<file path="config.mk">
export PLATFORM = sky130hd
export DESIGN_NAME = completion_arbiter_flat
export DESIGN_NICKNAME = d
export VERILOG_FILES = /design/src/rtl/params_pkg.sv /design/src/rtl/completion_arbiter_if.sv /design/src/rtl/completion_arbiter.sv /design/src/flat_wrapper.sv
export SDC_FILE = /design/constraint.sdc
export NUM_CORES = 1
export LEC_CHECK = 0
export CAP_MARGIN = 20
export CORE_MARGIN = 1
export CORE_UTILIZATION = 48
export CTS_CLUSTER_DIAMETER = 80
export CTS_CLUSTER_SIZE = 25
export DETAILED_ROUTE_END_ITERATION = 12
export PLACE_DENSITY = 0.83
export SYNTH_ARGS = -nofsm -noshare
export SYNTH_HDL_FRONTEND = slang
export SYNTH_SLANG_ARGS = --single-unit
</file>
<file path="constraint.sdc">
create_clock -name clk_i -period 6.57 [get_ports clk_i]
set_clock_uncertainty 0.15 [all_clocks]
set_input_delay 0.657 -clock clk_i [delete_from_list [all_inputs] [get_ports clk_i]]
set_output_delay 0.657 -clock clk_i [all_outputs]
set_load 0.01 [all_outputs]
</file>
<file path="src/rtl/params_pkg.sv">
// Shared core-wide widths used as defaults by the back-end blocks.
package params_pkg;
  localparam int unsigned ROB_ENTRY_WIDTH = 6;
  localparam int unsigned DATA_WIDTH      = 32;
endpackage

</file>
<file path="src/rtl/completion_arbiter_if.sv">
// Execution-unit result ports plus the single completion channel toward the ROB.
interface completion_arbiter_if #(
  parameter int unsigned N_PORTS         = 3,
  parameter int unsigned ROB_ENTRY_WIDTH = params_pkg::ROB_ENTRY_WIDTH,
  parameter int unsigned DATA_WIDTH      = params_pkg::DATA_WIDTH
);
  logic [N_PORTS-1:0]                      unit_valid_i;
  logic [N_PORTS-1:0][ROB_ENTRY_WIDTH-1:0] unit_idx_i;
  logic [N_PORTS-1:0][DATA_WIDTH-1:0]      unit_data_i;
  logic [N_PORTS-1:0]                      unit_excp_i;
  logic [N_PORTS-1:0]                      unit_ready_o;
  logic                                    instr_complete_valid_o;
  logic [ROB_ENTRY_WIDTH-1:0]              instr_complete_idx_o;
  logic [DATA_WIDTH-1:0]                   instr_complete_data_o;
  logic                                    instr_excp_valid_o;
  logic                                    pending_o;

  // Arbiter side
  modport slave (
    input  unit_valid_i, unit_idx_i, unit_data_i, unit_excp_i,
    output unit_ready_o, instr_complete_valid_o, instr_complete_idx_o,
           instr_complete_data_o, instr_excp_valid_o, pending_o
  );

  // Execution units / ROB side
  modport master (
    output unit_valid_i, unit_idx_i, unit_data_i, unit_excp_i,
    input  unit_ready_o, instr_complete_valid_o, instr_complete_idx_o,
           instr_complete_data_o, instr_excp_valid_o, pending_o
  );
endinterface

</file>
<file path="src/rtl/completion_arbiter.sv">
// Buffers execution-unit results in per-port FIFOs and retires at most one per
// cycle to the ROB using round-robin arbitration.
module completion_arbiter #(
  parameter int unsigned N_PORTS         = 3,
  parameter int unsigned FIFO_DEPTH      = 2,
  parameter int unsigned ROB_ENTRY_WIDTH = params_pkg::ROB_ENTRY_WIDTH,
  parameter int unsigned DATA_WIDTH      = params_pkg::DATA_WIDTH
) (
  input  logic                 clk_i,
  input  logic                 rst_i,
  completion_arbiter_if.slave  bus
);
  localparam int unsigned PTR_W = $clog2(FIFO_DEPTH);
  localparam int unsigned CNT_W = $clog2(FIFO_DEPTH + 1);
  localparam int unsigned RR_W  = (N_PORTS > 1) ? $clog2(N_PORTS) : 1;

  logic [ROB_ENTRY_WIDTH-1:0] idx_mem  [N_PORTS][FIFO_DEPTH];
  logic [DATA_WIDTH-1:0]      data_mem [N_PORTS][FIFO_DEPTH];
  logic                       excp_mem [N_PORTS][FIFO_DEPTH];

  logic [PTR_W-1:0] wr_ptr_q [N_PORTS];
  logic [PTR_W-1:0] rd_ptr_q [N_PORTS];
  logic [CNT_W-1:0] count_q  [N_PORTS];
  logic [RR_W-1:0]  rr_ptr_q;

  logic [N_PORTS-1:0] ready_c;
  logic [N_PORTS-1:0] nonempty_c;
  logic [N_PORTS-1:0] push_c;
  logic [N_PORTS-1:0] pop_c;
  logic [RR_W-1:0]    cand_c [N_PORTS];
  logic               grant_any_c;
  logic [RR_W-1:0]    grant_idx_c;
  logic [PTR_W-1:0]   head_ptr_c;

  function automatic logic [PTR_W-1:0] ptr_inc(input logic [PTR_W-1:0] p);
    return (p == PTR_W'(FIFO_DEPTH - 1)) ? '0 : p + PTR_W'(1);
  endfunction

  // Ready looks only at the registered count, so a same-cycle pop never frees a slot.
  always_comb begin
    for (int k = 0; k < N_PORTS; k++) begin
      ready_c[k]    = count_q[k] < CNT_W'(FIFO_DEPTH);
      nonempty_c[k] = count_q[k] != '0;
    end
  end

  assign push_c = bus.unit_valid_i & ready_c;

  always_comb begin
    for (int i = 0; i < N_PORTS; i++) begin
      cand_c[i] = RR_W'((32'(rr_ptr_q) + 32'(i)) % N_PORTS);
    end
  end

  // First non-empty port at or after rr_ptr wins.
  always_comb begin
    grant_any_c = 1'b0;
    grant_idx_c = '0;
    pop_c       = '0;
    for (int i = 0; i < N_PORTS; i++) begin
      if (!grant_any_c && nonempty_c[cand_c[i]]) begin
        grant_any_c = 1'b1;
        grant_idx_c = cand_c[i];
      end
    end
    if (grant_any_c) begin
      pop_c[grant_idx_c] = 1'b1;
    end
  end

  assign head_ptr_c = rd_ptr_q[grant_idx_c];

  assign bus.unit_ready_o           = ready_c;
  assign bus.pending_o              = |nonempty_c;
  assign bus.instr_complete_valid_o = grant_any_c;
  assign bus.instr_complete_idx_o   = grant_any_c ? idx_mem[grant_idx_c][head_ptr_c] : '0;
  assign bus.instr_complete_data_o  = grant_any_c ? data_mem[grant_idx_c][head_ptr_c] : '0;
  assign bus.instr_excp_valid_o     = grant_any_c ? excp_mem[grant_idx_c][head_ptr_c] : 1'b0;

  // Storage is not reset; counts define which slots are live.
  always_ff @(posedge clk_i) begin
    for (int k = 0; k < N_PORTS; k++) begin
      if (push_c[k]) begin
        idx_mem[k][wr_ptr_q[k]]  <= bus.unit_idx_i[k];
        data_mem[k][wr_ptr_q[k]] <= bus.unit_data_i[k];
        excp_mem[k][wr_ptr_q[k]] <= bus.unit_excp_i[k];
      end
    end
  end

  always_ff @(posedge clk_i) begin
    if (rst_i) begin
      rr_ptr_q <= '0;
      for (int k = 0; k < N_PORTS; k++) begin
        wr_ptr_q[k] <= '0;
        rd_ptr_q[k] <= '0;
        count_q[k]  <= '0;
      end
    end else begin
      if (grant_any_c) begin
        rr_ptr_q <= (grant_idx_c == RR_W'(N_PORTS - 1)) ? '0 : grant_idx_c + RR_W'(1);
      end
      for (int k = 0; k < N_PORTS; k++) begin
        if (push_c[k]) begin
          wr_ptr_q[k] <= ptr_inc(wr_ptr_q[k]);
        end
        if (pop_c[k]) begin
          rd_ptr_q[k] <= ptr_inc(rd_ptr_q[k]);
        end
        if (push_c[k] && !pop_c[k]) begin
          count_q[k] <= count_q[k] + CNT_W'(1);
        end else if (!push_c[k] && pop_c[k]) begin
          count_q[k] <= count_q[k] - CNT_W'(1);
        end
      end
    end
  end

endmodule

</file>
<file path="src/flat_wrapper.sv">
// flat-port wrapper written by rule: the top's interface ports become plain ports
module completion_arbiter_flat 
#(
  parameter int unsigned N_PORTS         = 3,
  parameter int unsigned FIFO_DEPTH      = 2,
  parameter int unsigned ROB_ENTRY_WIDTH = params_pkg::ROB_ENTRY_WIDTH,
  parameter int unsigned DATA_WIDTH      = params_pkg::DATA_WIDTH
)
  (clk_i, rst_i, bus_unit_valid_i, bus_unit_idx_i, bus_unit_data_i, bus_unit_excp_i, bus_unit_ready_o, bus_instr_complete_valid_o, bus_instr_complete_idx_o, bus_instr_complete_data_o, bus_instr_excp_valid_o, bus_pending_o);
  completion_arbiter_if #(.N_PORTS(N_PORTS), .ROB_ENTRY_WIDTH(ROB_ENTRY_WIDTH), .DATA_WIDTH(DATA_WIDTH)) bus_i ();
  input  logic clk_i;
  input  logic rst_i;
  input wire logic [$bits(bus_i.unit_valid_i)-1:0] bus_unit_valid_i;
  input wire logic [$bits(bus_i.unit_idx_i)-1:0] bus_unit_idx_i;
  input wire logic [$bits(bus_i.unit_data_i)-1:0] bus_unit_data_i;
  input wire logic [$bits(bus_i.unit_excp_i)-1:0] bus_unit_excp_i;
  output wire logic [$bits(bus_i.unit_ready_o)-1:0] bus_unit_ready_o;
  output wire logic [$bits(bus_i.instr_complete_valid_o)-1:0] bus_instr_complete_valid_o;
  output wire logic [$bits(bus_i.instr_complete_idx_o)-1:0] bus_instr_complete_idx_o;
  output wire logic [$bits(bus_i.instr_complete_data_o)-1:0] bus_instr_complete_data_o;
  output wire logic [$bits(bus_i.instr_excp_valid_o)-1:0] bus_instr_excp_valid_o;
  output wire logic [$bits(bus_i.pending_o)-1:0] bus_pending_o;
  assign bus_i.unit_valid_i = bus_unit_valid_i;
  assign bus_i.unit_idx_i = bus_unit_idx_i;
  assign bus_i.unit_data_i = bus_unit_data_i;
  assign bus_i.unit_excp_i = bus_unit_excp_i;
  assign bus_unit_ready_o = bus_i.unit_ready_o;
  assign bus_instr_complete_valid_o = bus_i.instr_complete_valid_o;
  assign bus_instr_complete_idx_o = bus_i.instr_complete_idx_o;
  assign bus_instr_complete_data_o = bus_i.instr_complete_data_o;
  assign bus_instr_excp_valid_o = bus_i.instr_excp_valid_o;
  assign bus_pending_o = bus_i.pending_o;
  completion_arbiter #(.N_PORTS(N_PORTS), .FIFO_DEPTH(FIFO_DEPTH), .ROB_ENTRY_WIDTH(ROB_ENTRY_WIDTH), .DATA_WIDTH(DATA_WIDTH)) u_core (.clk_i(clk_i), .rst_i(rst_i), .bus(bus_i));
endmodule
</file>
======== Word-level counts from Yosys, hierarchy flattened ========
Memory sizes are Yosys's and may differ from the RTL's.
Cells that the tools add are included.
storage, ports and cells
  output and inout bits ................... 44
  memory bits (writable) .................. 246
  word-level logic and storage cells ...... 196
  register bits after elaboration ......... 2
  memories ................................ 6
memory list
  memory           depth  bits a word  rd ports  clocked after Yosys merged registers in  write ports  line                      source
  u_core.data_mem  3      64           1         0                                        3            completion_arbiter.sv:18  logic [DATA_WIDTH-1:0] data_mem [N_PORTS][FIFO_DEPTH];
  u_core.idx_mem   3      12           1         0                                        3            completion_arbiter.sv:17  logic [ROB_ENTRY_WIDTH-1:0] idx_mem [N_PORTS][FIFO_DEPTH];
  u_core.count_q   3      2            3         0                                        3            completion_arbiter.sv:23  logic [CNT_W-1:0] count_q [N_PORTS];
  u_core.excp_mem  3      2            1         0                                        3            completion_arbiter.sv:19  logic excp_mem [N_PORTS][FIFO_DEPTH];
  u_core.rd_ptr_q  3      1            4         0                                        3            completion_arbiter.sv:22  logic [PTR_W-1:0] rd_ptr_q [N_PORTS];
  u_core.wr_ptr_q  3      1            3         0                                        3            completion_arbiter.sv:21  logic [PTR_W-1:0] wr_ptr_q [N_PORTS];
cells by class
  $lt $le $gt $ge ......................... 15
  reduce and logical (&&, ||, !) cells .... 24
  equal/unequal tests ..................... 1
  muxes and demuxes ....................... 114
  add/sub/neg operators ................... 15
  div/mod/pow operators ................... 3
  bitwise operators ....................... 17
operator list
  cell                   count
  $mux 32                7
  $mux 64                3
  $demux 32 s1           3
  $mux 1                 67
  $mod 32x2->32 const B  2
  $mux 6                 7
  $mux 12                3
  $mod 2x2->32 const B   1
  $mux 2                 13
  $demux 6 s1            3
  $logic_and 1x1->1      12
  $lt 2x3->1 const B     4
  $or 1x1->1             12
  $add 2x1->2 const B    4
  $ge 2x2->1 const B     4
  $logic_not 1->1        8
  $not 1->2              4
  $add 1x1->1 const B    6
  $bmux 1 s2             3
  $lt 2x1->1 const B     3
  $lt 2x2->1 const B     3
  $reduce_bool 2->1      3
  $sub 2x1->2 const B    3
  $add 2x1->3 const B    1
  other kinds (8)        10

======== Longest topological paths before layout ========
An unclocked memory read counts as a cell.
  word-level depth ........................ 23
  depth in mapped cells ................... 12
  depth with buffers taken out ............ 9

======== Worst setup path after synthesis ========
No wires, ideal clock.
  path kind ............................... flip-flop to output port
  start ................................... register u_core.rr_ptr_q[0]
  end ..................................... output port bus_instr_complete_data_o[21]
  data required time ...................... 5.763 ns
  slack ................................... 3.241 ns
  cell stages (with the launch flop) ...... 12
  arrival ................................. 2.522 ns
  path through ............................ dfxtp_1 inv_1 ha_1 buf_4 or3b_1 a221oi_2 a31o_2 nand2_1 a31o_1 buf_6 buf_6 mux2_4
on the way
  longest elaborated chain between the ends .. 16
  elaborated cells between the ends (all ways) .. 28
  classes of those cells .................. 2 x add/sub; 3 x div; 16 x mux; 1 x bitwise; 4 x reduce/logical; 2 x memory
ends and longest elaborated chain
  element                                                 line                       source
  from (decl)                                             completion_arbiter.sv:24   logic [RR_W-1:0] rr_ptr_q;
  from (signal assigned)                                  completion_arbiter.sv:101  rr_ptr_q <= (grant_idx_c == RR_W'(N_PORTS - 1)) ? '0 : grant_idx_c + RR_W'(1);
  branches (longest 15 deep; another with $mod 32x2->32)  --
  $mux 32 *                                               completion_arbiter.sv:77   assign bus.instr_complete_data_o = grant_any_c ? data_mem[grant_idx_c][head_ptr_c] : '0;
  to (decl)                                               flat_wrapper.sv:20         output wire logic [$bits(bus_i.instr_complete_data_o)-1:0] bus_instr_complete_data_o;
Mark *: on every way between the ends. The select of a mux whose other input is x is not followed.

======== Worst setup path in the final report ========
  start ................................... register u_core.rr_ptr_q[0]
  end ..................................... output port bus_instr_complete_data_o[18]
The elaborated chain is that of the path after synthesis.

==> results.toml <==
[clock_network]
cts_buffer_depth = 3
insertion_delay_ns = 0.47
cts.sinks = 248
cts_resized = 0
numCtsBuffers = 14
post_cts_buffers = 0
cts_hold_buf = 0
cts.clk_slew.worst_paths_ns = 0.09
cts_tree = "done"
clockRootBuffer = "clkbuf_16"
h-tree-depth = 1

[floorplan]
start_util_pct = 49.54
core-area_um2 = 21290
io_pins = 166
rows = 53
fp.dieH_um = 150.2
die_area_um2 = 22570
die_x_um = 150.2

[critical_path]
cp.required_ns = 5.76
arrival_ns = 4.79
end_kind = "primary output"
critical_path_class = "flip-flop to primary output"
worstPathMaxFanout = 85
crit_path_start_kind = "flip-flop"

[synth]
synthAdderAreaFrac_pct = 0.4746
synthMuxAreaShare_pct = 4.616
synth_top_family_by_area = "simple AND/OR/NAND/NOR gates"
synth_compound_area_share_pct = 2.456
synth_seq_cells = 248
synth_top_area_share_pct = 70.05
synth.largest_area_cell = "edfxtp_1"
ys_seq_area_share_pct = 70.43
syn_area_um2 = 10550
synth-simple-area-share_pct = 18.11
syn_nets = 909
synth-edff-count = 246
yosys_warnings = 0
ys_types = 47
synthXorXnorAreaFrac_pct = 0.4153
syn-instance-count = 783
ys.flop_type = "edfxtp_1"
ys_async_sr_fraction_pct = 0
synthTopCellsByArea = "edfxtp_1 (70%), nor3_1 (7.6%), nor4_1 (4.7%)"
syn_area_per_cell_um2 = 13.47

[place]
postPlaceCellArea_um2 = 12370
dp_slack_ns = 1.440
dp_hpwl_um = 15560
placedCellCount = 1174
place_congestion = 0.8261
portBuffers = 165

[drt]
drtIter0Drc = 640
vias = 7129
vias_per_cell = 5.971
wirelength_um = 25250
ant_nets = 0
drtPass1Iterations = 5
wl_per_cell_um = 21.15
drc = 0

[timing]
max_slew.worst_pin.slew_ns = 1.024
drv_slew = 0
fin_ws_ns = 0.9774
finalCritPeriodShare_pct = 85.12
tns_ns = 0
hold_violations = 0
rsz0062_at_grt = "no"
max_freq_mhz = 178.8
setup_viol = 0
slew_headroom_pct = 31.76
post-route-min-period_ns = 5.593
hold_slack_ns = 0.4180

[layout]
area_growth_syn_to_layout_pct = 21.18
final_core_util_pct = 60.03
final.fill_count = 1614
layout_commonest_cell = "edfxtp_1"
final_cells = 1194
finalInstanceArea_um2 = 12780
nNetsFinal = 1041
drive_gt1_share_pct = 9.477
multi_input_area_um2 = 2810
regArea_um2 = 7427
layout_common_cells = "edfxtp_1 (246), clkdlybuf4s50_1 (165), nor3_1 (161)"

[global_route]
antenna_found_initial = 3
grt_use_total_pct = 22.38
grt_max_degree = 87
grt_pass1_vias = 7041
gr-total-overflow = 0
grt_pass1_wl_um = 38010

[flow_run]
cap_violations = 0

[run_status]
status = "complete, no violations"

[power_and_ir_drop]
irDropWorstVdd_mv = 0.4396
report.power.total_mw = 7.550
p_per_area_nw_per_um2 = 590.8
total_leakage_power_nw = 4.211

[min_path]
hold_path.class = "flip-flop to flip-flop"
==> synthesized netlist by cell type (all sizes together), types with 2 or more instances <==
cell type	instances
nor2	100
nand2	9
or2	3
xnor2	4
nor2b	5
a211oi	6
edfxtp	246
dfxtp	2
a31o	3
o31ai	3
nand2b	5
buf	39
o21ai	3
a21oi	7
and2	5
or3	3
a31oi	2
a2111oi	2
nor4	80
inv	10
mux2	39
o22ai	2
clkbuf	23
nor3	161
ha	4
nand3	2
==> power by group <==
| group | switching, mW | internal (mW) | leakage (nW) |
|---|---|---|---|
| Sequential | 0.0957 | 2.05 | 2.31 |
| Clock | 0.483 | 0.422 | 0.199 |
| Combinational | 2.40 | 2.10 | 1.70 |
==> kinds of logic after synthesis <==
logic type,Yosys count
and+or+nand+nor,379
DFF,248
buffers and inverters,72
muxes,40
AOI/OAI and AO/OA,35
xor gates and xnor gates,5
adders and majority gates,4
==> final timing paths <==
path | startpoint | to | slack [ns] | depth (start not counted)
min | u_core.rd_ptr_q[0] | u_core.rd_ptr_q[0] | 0.42 | 1
min reg2reg | u_core.rd_ptr_q[0] | u_core.rd_ptr_q[0] | 0.42 | 1
max reg2reg | u_core.rr_ptr_q[1] | u_core.count_q[1][0] | 2.42 | 9
max | u_core.rr_ptr_q[0] | bus_instr_complete_data_o[18] | 0.98 | 10
==> per-layer routing <==
metal	part of all wire [%]	GRT usage (%)	vias to the layer above
met5	0.044	0	-
met4	1.6	7.121	2
met3	7.4	3.848	35
met2	51	38.22	343
met1	40	29.11	3481
li1	-	-	3268
==> worst max-delay path, cell delays in order, from the launching register on <==
cell and delay, ns:
dfxtp_1 0.35, inv_1 0.09, ha_1 0.44, nand2b_1 0.16
nor4_1 0.10, o31ai_4 0.25, buf_4 0.71, a31o_2 0.95
buf_4 0.40, mux2_2 0.36, clkdlybuf4s50_1 0.47
==> flip-flops by register name (all words and copies together) (netlist names) <==
name,cells
u_core.idx_mem,36
u_core.rd_ptr_q,3
u_core.wr_ptr_q,3
u_core.data_mem,192
u_core.rr_ptr_q,2
u_core.excp_mem,6
u_core.count_q,6
==> area by class of cell <==
type | instances | area share [%]
diodes | 1 | 0.01958
clock buffers | 16 | 2.967
clock inverters | 3 | 0.2252
inverters | 10 | 0.2937
multi-input cells | 463 | 21.99
flip-flops and latches | 248 | 58.12
well taps | 275 | 2.693
repair buffers | 178 | 13.69
Note: power is estimated with default switching activity, not from simulation.
